--- src/rtl/uart_tx_serializer.sv ---
// ---------------------------------------------------------------------------
// uart_tx_serializer
//
// Byte-to-line UART transmitter. While idle it accepts one byte on a ready
// pulse and shifts it out on UART_TX as 8N1, LSB first. done is high while
// the block is idle and can accept; the upstream drain logic edge-detects it
// to advance its queue head.
//
// Optional feature macro: UART_TX_PARITY_EN
//   defined   : an even-parity bit (XOR of the 8 data bits, taken from the
//               byte at acceptance) is sent between data bit 7 and the stop
//               bit, giving 8E1 frames of 11 bit periods.
//   undefined : plain 8N1 frames of 10 bit periods, no parity state.
//
// Parameters
//   CLKS_PER_BIT : CLK cycles per bit period (>= 2)
//
// Ports
//   CLK     in   system clock, all state changes on posedge
//   RSTN    in   asynchronous active-low reset
//   data    in   byte to send, sampled only in the accepting cycle
//   ready   in   send request, honoured only while idle
//   done    out  1 = idle / can accept, 0 = frame in progress (registered)
//   UART_TX out  serial line, idle high (registered)
// ---------------------------------------------------------------------------
module uart_tx_serializer #(
    parameter int CLKS_PER_BIT = 868
) (
    input  logic       CLK,
    input  logic       RSTN,
    input  logic [7:0] data,
    input  logic       ready,
    output logic       done,
    output logic       UART_TX
);

    localparam int                CNT_W    = $clog2(CLKS_PER_BIT);
    localparam logic [CNT_W-1:0]  CNT_LAST = CNT_W'(CLKS_PER_BIT - 1);

    typedef enum logic [2:0] {
        S_IDLE,
        S_START,
        S_DATA,
`ifdef UART_TX_PARITY_EN
        S_PARITY,
`endif
        S_STOP
    } state_t;

    state_t             r_state;
    logic [CNT_W-1:0]   r_cnt;
    logic [2:0]         r_idx;
    logic [7:0]         r_shift;
    logic               r_done;
    logic               r_tx;
`ifdef UART_TX_PARITY_EN
    logic               r_par;
`endif

    logic               w_bit_end;

    assign w_bit_end = (r_cnt == CNT_LAST);
    assign done      = r_done;
    assign UART_TX   = r_tx;

    // The line value for the next bit is loaded on the same edge that ends
    // the current bit, so UART_TX always comes straight from a flop.
    always_ff @(posedge CLK or negedge RSTN) begin
        if (!RSTN) begin
            r_state <= S_IDLE;
            r_cnt   <= '0;
            r_idx   <= 3'd0;
            r_shift <= 8'd0;
            r_done  <= 1'b1;
            r_tx    <= 1'b1;
`ifdef UART_TX_PARITY_EN
            r_par   <= 1'b0;
`endif
        end else begin
            case (r_state)
                S_IDLE: begin
                    r_cnt <= '0;
                    if (ready) begin
                        r_shift <= data;
`ifdef UART_TX_PARITY_EN
                        r_par   <= ^data;
`endif
                        r_idx   <= 3'd0;
                        r_done  <= 1'b0;
                        r_tx    <= 1'b0;
                        r_state <= S_START;
                    end
                end

                S_START: begin
                    if (w_bit_end) begin
                        r_cnt   <= '0;
                        r_tx    <= r_shift[0];
                        r_state <= S_DATA;
                    end else begin
                        r_cnt <= r_cnt + 1'b1;
                    end
                end

                S_DATA: begin
                    if (w_bit_end) begin
                        r_cnt   <= '0;
                        r_shift <= {1'b0, r_shift[7:1]};
                        if (r_idx == 3'd7) begin
`ifdef UART_TX_PARITY_EN
                            r_tx    <= r_par;
                            r_state <= S_PARITY;
`else
                            r_tx    <= 1'b1;
                            r_state <= S_STOP;
`endif
                        end else begin
                            // shift[1] becomes shift[0] on this edge
                            r_tx  <= r_shift[1];
                            r_idx <= r_idx + 3'd1;
                        end
                    end else begin
                        r_cnt <= r_cnt + 1'b1;
                    end
                end

`ifdef UART_TX_PARITY_EN
                S_PARITY: begin
                    if (w_bit_end) begin
                        r_cnt   <= '0;
                        r_tx    <= 1'b1;
                        r_state <= S_STOP;
                    end else begin
                        r_cnt <= r_cnt + 1'b1;
                    end
                end
`endif

                S_STOP: begin
                    if (w_bit_end) begin
                        // done rises on the edge that ends the stop bit; a
                        // ready held high is accepted on the very next edge
                        r_cnt   <= '0;
                        r_done  <= 1'b1;
                        r_tx    <= 1'b1;
                        r_state <= S_IDLE;
                    end else begin
                        r_cnt <= r_cnt + 1'b1;
                    end
                end

                default: begin
                    r_cnt   <= '0;
                    r_done  <= 1'b1;
                    r_tx    <= 1'b1;
                    r_state <= S_IDLE;
                end
            endcase
        end
    end

endmodule
--- config.mk ---
export PLATFORM = sky130hd
export DESIGN_NAME = uart_tx_serializer
export DESIGN_NICKNAME = d
export VERILOG_FILES = /design/src/rtl/uart_tx_serializer.sv
export SDC_FILE = /design/constraint.sdc
export NUM_CORES = 1
export LEC_CHECK = 0
export BUFFER_PORTS_ARGS = -buffer_cell sky130_fd_sc_hd__buf_2
export CORE_MARGIN = 3
export CORE_UTILIZATION = 49
export CTS_BUF_LIST = sky130_fd_sc_hd__clkbuf_8
export DETAILED_ROUTE_END_ITERATION = 7
export GPL_ROUTABILITY_DRIVEN = 0
export GPL_TIMING_DRIVEN = 0
export PLACE_DENSITY = 0.7
export SYNTH_ARGS = -nofsm -noshare
export SYNTH_HDL_FRONTEND = slang
export SYNTH_SLANG_ARGS = --single-unit
--- constraint.sdc ---
create_clock -name CLK -period 1.6 [get_ports CLK]
set_input_delay 0.16 -clock CLK [delete_from_list [all_inputs] [get_ports CLK]]
set_output_delay 0.16 -clock CLK [all_outputs]
set_load 0.01 [all_outputs]
==> metrics, run 1 <==
Slew Viols, Final=0; number of global-route vias before repair=1,224; Post-synth EDFFs=0; clk buf depth=2; worst hold path class=in -> reg; core area=approximately 0.0026 sq mm; Worst Hold Slack=about 140 ps; Slew HR=between 60% and 70%; placed cells=around 180; Synth Area in XOR/XNOR=a little under 5%; via/cell ratio=between 5 and 6; async set-reset flop share out of synthesis=between 90% and 100%; post-synthesis adder-cell area fraction=under 10%; total CTS buffers=3; Initial Utilization=54.45%; Worst Skew=3.860 ps; peak supply drop=around 1.3 mV; multiplexer area fraction after synthesis=under 10%; WP data arrival=around 1800 ps; Post-Synth Simple-Gate Area=between 15 and 20%; Final nets=188; crit path cell chain=ha_2 -> and4b_2 -> and3_4 -> o21ai_4 -> mux2_4; Pwr per Cell Area=approximately 1900 mW/mm^2; final setup fails=2; critical path class=reg -> reg; final setup margin=-23.65 ps; Fin. Hold Viols=0; Synth area leader=dfrtp_1; Cell Rows=18; synth warn=0; Seq/Total Area, Yosys=around 44%; area delta synth->final=28.41%; GRT Util Overall=20.69%; CP top delay family=simple AND/OR/NAND/NOR gates; Main synth FF type=dfrtp_1; Critical-path top delay cell=dfrtp_1; Synth Area in Compound Gates=around 16%; main combinational cell family by area after synthesis=simple AND/OR/NAND/NOR gates; layout cell share with drive strength beyond 1=between 40% and 50%; Total Routed Length=3269 um; CP max stage delay=around 400 ps; Mapped Avg Cell Area=roughly 11 sq um; Seq cells post-synth=25; clock period minus worst slack=about 1600 ps; unrepaired setup endpoints after global routing=yes; result of the run=finished, violations left; worst skew pair latency=~270 ps; H-tree depth=1; PortBufs=12; Least-Margin Pin Slew=approximately 560 ps; first-pass GRT wire length=between 5000 and 6000 um; Via Count=~1,200; Setup crit start kind=flip-flop; Peak Freq=between 600 and 700 MHz; Post-DP HPWL=~2000 um; routed length per instance=between 15 and 20 um; Fill cells=between 150 and 200; fin cells=about 200; Die Y=~60 um; max-cap violations=0; DR iter-0 viols=50; Synth cell types=37; synthesized cell area=roughly 0.0014 sq mm; nature of the critical path endpoint=flip-flop; IO Count=13; CP Buf/Inv Count=0; clock slew at reported path FFs=~90 ps; DRC viols=0; syn nets=between 150 and 200; Static Leakage=between 0.8 and 0.9 nW; final core utilization=roughly 70%; CTS tree=done; ant diodes=0; Synth Instances=between 100 and 150; global route total overflow=0; CTS root buf=clkbuf_8; failing checks=negative setup slack; synth top area cells=dfrtp_1, ha_1, o22ai_1, mux2_4, dfstp_2; final period utilization=101.5%; CTS Sinks=25; pre-CTS setup slack=-237.8 ps; total iterations of the first detailed-routing run=4; largest net degree at the start of global routing=26; initial antenna violation count=0; CP required=between 1500 and 2000 ps; die width=between 50 and 60 um; post-route ant nets=0; die area=between 0.003 and 0.004 sq mm; top cell type's share of synthesized area=40.46%; worst-path maximum fanout=5
[registers in the layout, summed over array words and instances (netlist names)]
register	count
r_state	2
r_cnt	10
r_idx	3
done	1
UART_TX	1
r_shift	8
[synthesized netlist by cell type (3+ instances only)]
cell type	n
and3_1	3
o21ai_0	3
buf_6	3
mux2_4	4
dfrtp_1	23
xor2_1	6
inv_1	6
nor3_1	7
nand2_1	3
o22ai_1	14
nor2_1	7
a21oi_1	8
ha_1	8
nand3_1	7
[metrics by stage]
step                      total power, mW  TNS [ps]  cell area (sq um)
final                               3.397    -42.48               1827
after global routing                3.651    -425.5               1827
after CTS                           3.209    -266.3               1762
after detailed placement            2.458     -1822               1528
after global placement              2.391     -1221               1528
after floorplan                     2.157    -23.07               1430
[report_power, final]
part | switching [mW] | leakage, nW | internal, mW
Sequential | 0.196 | 0.313 | 0.868
Combinational | 0.914 | 0.498 | 1.04
Clock | 0.209 | 0.0255 | 0.175
Total | 1.32 | 0.837 | 2.08
[final cells by class]
| type | instances | area (sq um) | share of cell area, % |
|---|---|---|---|
| multi-input cells | 96 | 828.3 | 45.34 |
| flip-flops and latches | 25 | 629.4 | 34.45 |
| repair buffers | 33 | 227.7 | 12.47 |
| clock buffers | 3 | 41.29 | 2.260 |
| well taps | 30 | 37.54 | 2.055 |
| plain buffers | 4 | 35.03 | 1.918 |
| inverters | 6 | 22.52 | 1.233 |
| clock inverters | 1 | 5.005 | 0.2740 |
[layout by cell type, fill, tap and decap left out, types with 6 or more instances in the layout]
master and count:
nor2_1 6, xor2_1 6, nor3_1 7, nand3_1 6, dfrtp_1 22, buf_2 12, a21oi_1 7, buf_4 18
o22ai_1 10
[repair_timing]
action / 4_1_cts / 5_1_grt
pin swaps: 12 / 9
endpoints found under the hold margin: 23 / 0
gates cloned: 0 / 0
buffers inserted: 16 / 4
resized for setup: 16 / 14
endpoints found under the setup margin: 14 / 17
hold buffers: 1 / 0
[final timing paths]
check / slack (ps) / end / start / cells after the start
setup reg to reg: -20 / r_state[0] / r_cnt[0] / 5
hold reg to reg: 510 / done / done / 2
setup / recovery: -20 / r_state[0] / r_cnt[0] / 5
hold / removal: 140 / r_shift[7] / data[7] / 3
max in group asynchronous: 800 / r_state[1] / RSTN / 2
min in group asynchronous: 400 / r_state[0] / RSTN / 2
[per-layer routing]
layer  part of all wire (%)  wire, um  vias up  GRT usage, %
li1                       -         -      563             -
met4                    2.0        64        0         8.861
met2                     48      1573       26         33.18
met5                      0         0        -             0
met3                    3.3       107        7         3.240
met1                     47      1524      567         27.61
[tightest hold or removal path, cell delays in order]
cell	delay [ps]
buf_2	100
inv_1	40
o22ai_1	80
[kinds of logic (layout without fill, tap and decap cells)]
logic type,count (synthesis),after routing
and+or+nand+nor,40,40
buffers and inverters,13,47
DFF,25,25
AOI/OAI and AO/OA,34,34
muxes,6,6
adders and majority gates,8,8
xor gates and xnor gates,8,8
Power figures use the tool's default switching activity.
==> run 2: changes to the inputs <==
--- a/config.mk
+++ b/config.mk
@@ -12,7 +12,9 @@
 export DETAILED_ROUTE_END_ITERATION = 7
 export GPL_ROUTABILITY_DRIVEN = 0
 export GPL_TIMING_DRIVEN = 0
+export HOLD_SLACK_MARGIN = 0.15
 export PLACE_DENSITY = 0.7
+export SKIP_CTS_REPAIR_TIMING = 1
 export SYNTH_ARGS = -nofsm -noshare
 export SYNTH_HDL_FRONTEND = slang
 export SYNTH_SLANG_ARGS = --single-unit
==> run 2 against run 1 <==
The flow still finishes with violations (negative setup slack). Sequential cell count unchanged. Setup slack got worse by 86 ps. Final area decreased by 0.75%. Power decreased by 2.4%. Non-clock buffer count decreased by 4. Utilization decreased by 0.53 points. First-iteration DRC count decreased by 30%. Register-to-register slack got worse by 90 ps. Critical path type unchanged. Largest cell class unchanged.
==> metrics, run 2 (synthesized netlist as in run 1, its figures left out) <==
result of the run=finished, violations left (unchanged); failing checks=negative setup slack (unchanged); via/cell ratio=5.985 (was 5.874); post-route cell area=0.001813 sq mm (was 0.001827 sq mm); Die Y=59.88 um (unchanged); area delta synth->final=27.44% (was 28.41%); layout cell share with drive strength beyond 1=41.46% (was 41.07%); worst-path maximum fanout=4 (was 5); unrepaired setup endpoints after global routing=yes (unchanged); total iterations of the first detailed-routing run=4 (unchanged); Via Count=1,161 (was 1,163); nature of the critical path endpoint=flip-flop (unchanged); switching power=1.318 mW (was 1.319 mW); ant diodes=0 (unchanged); placed cells=176 (unchanged); fin cells=194 (was 198); Least-Margin Pin Slew=575.4 ps (was 560.6 ps); combinational share of power=54.6% (was 57.4%); global route total overflow=0 (unchanged); Pwr per Cell Area=1829 mW/mm^2 (was 1860 mW/mm^2); Clk pwr share=11.7% (was 11.3%); pre-CTS setup slack=-237.8 ps (unchanged); first-pass GRT wire length=4933 um (was 5520 um); number of flip-flops in the largest register=10 (unchanged); total CTS buffers=3 (unchanged); Static Leakage=0.8252 nW (was 0.8368 nW); post-route ant nets=0 (unchanged); max-cap violations=0 (unchanged); Initial Utilization=54.45% (unchanged); CP required=1760 ps (was 1770 ps); clock slew at reported path FFs=90 ps (about the same); Peak Freq=584.8 MHz (was 615.9 MHz); Fin. Hold Viols=0 (unchanged); most frequent cells in the layout=dfrtp_1, buf_2, buf_4 (was dfrtp_1, buf_4, buf_2); Slew HR=61.64% (was 62.62%); final period utilization=106.9% (was 101.5%); clk buf depth=2 (unchanged); CP top delay family=flip-flops (was simple AND/OR/NAND/NOR gates); Sequential Power Share=33.7% (was 31.3%); WP data arrival=1870 ps (was 1790 ps); CTS tree=done (unchanged); Worst R2R Path Depth=6 (was 5); Worst Hold Slack=141.5 ps (was 142.1 ps); CTS Sinks=25 (unchanged); peak supply drop=1.259 mV (was 1.344 mV); final core utilization=69.40% (was 69.92%); H-tree depth=1 (unchanged); Placement Cell Area=0.001528 sq mm (unchanged); DRC viols=0 (unchanged); DR iter-0 viols=35 (was 50); Critical Path Stages=6 (was 5); Final Power=3.316 mW (was 3.397 mW); Post-DP HPWL=2045 um (unchanged); final setup fails=10 (was 2); Worst Skew=1.568 ps (was 3.860 ps); Final nets=184 (was 188); CP max stage delay=440 ps (was 400 ps); routed length per instance=16.45 um (was 16.51 um); core area=0.002613 sq mm (unchanged); setup_tns=-705.8 ps (was -42.48 ps); Slew Viols, Final=0 (unchanged); largest net degree at the start of global routing=26 (unchanged); number of global-route vias before repair=1,091 (was 1,224); GRT Util Overall=18.39% (was 20.69%); Largest regs=r_cnt x10, r_shift x8, r_idx x3 (unchanged); worst skew pair latency=270 ps (about the same); Setup crit start kind=flip-flop (unchanged); worst hold path class=in -> reg (unchanged); critical path class=reg -> reg (unchanged); Total Routed Length=3192 um (was 3269 um); IO Count=13 (unchanged); die area=0.003586 sq mm (unchanged); CP Buf/Inv Count=1 (was 0); Top reg by flops=r_cnt (unchanged); PortBufs=12 (unchanged); Fill cells=189 (was 181); crit path cell chain=ha_4 -> and4b_2 -> and3_4 -> buf_6 -> o21ai_4 -> mux2_4 (was ha_2 -> and4b_2 -> and3_4 -> o21ai_4 -> mux2_4); Int Pwr=1.998 mW (was 2.078 mW); clock period minus worst slack=1710 ps (was 1624 ps); Critical-path top delay cell=dfrtp_1 (unchanged); final setup margin=-109.9 ps (was -23.65 ps); Hold Crit Depth=3 (unchanged); die width=59.88 um (unchanged); Sw Share=39.75% (was 38.83%); commonest non-fill, non-tap cell in the layout=dfrtp_1 (unchanged); CTS root buf=clkbuf_8 (unchanged); Cell Rows=18 (unchanged); initial antenna violation count=0 (unchanged)
==> run 2: changes by cell type in the layout (fill, tap and decap cells not counted), moves of 3 or more <==
| cell | delta |
|---|---|
| buf_4 | -6 |
| a21oi_1 | -3 |
| buf_6 | +3 |
| a21oi_2 | +3 |
==> run 2: worst paths after layout <==
path / startpoint / to / slack [ps]
max in group asynchronous: RSTN / r_state[0] / 780
hold / removal: data[7] / r_shift[7] / 140
hold reg to reg: done / done / 510
setup reg to reg: r_cnt[0] / r_state[0] / -110
setup / recovery: r_cnt[0] / r_state[0] / -110
min in group asynchronous: RSTN / r_cnt[4] / 410
==> run 2: cell type report <==
class                      instances  area (sq um)  share of cell area (%)
clock buffer                       3         41.29                   2.277
clock inverter                     1         5.005                  0.2761
sequential                        25         629.4                   34.71
tap                               30         37.54                   2.070
buffer                             7         65.06                   3.589
timing repair buffer              26         171.4                   9.455
inverter                           6         22.52                   1.242
multi-input combinational         96         840.8                   46.38
==> run 2: worst min-delay path: cells and delay by family <==
kind            cells  cell delay (ps)
buf+inv             2              140
compound gates      1               80
==> run 2: routing by layer <==
metal  share of wire (%)  global-route usage, %  vias up
li1                    -                      -      553
met1                  47                  25.00      569
met2                  47                  29.78       30
met3                 3.2                  2.592        9
met4                 2.9                  6.646        0
met5                   0                      0        -
==> run 2: power by group through the flow <==
stage	registers [mW]	clock network (mW)	logic, mW
after floorplan	1.03	0	1.12
after global placement	1.06	0	1.34
after detailed placement	1.07	0	1.39
after CTS	1.05	0.392	1.40
after global routing	1.14	0.424	1.98
final	1.12	0.389	1.81
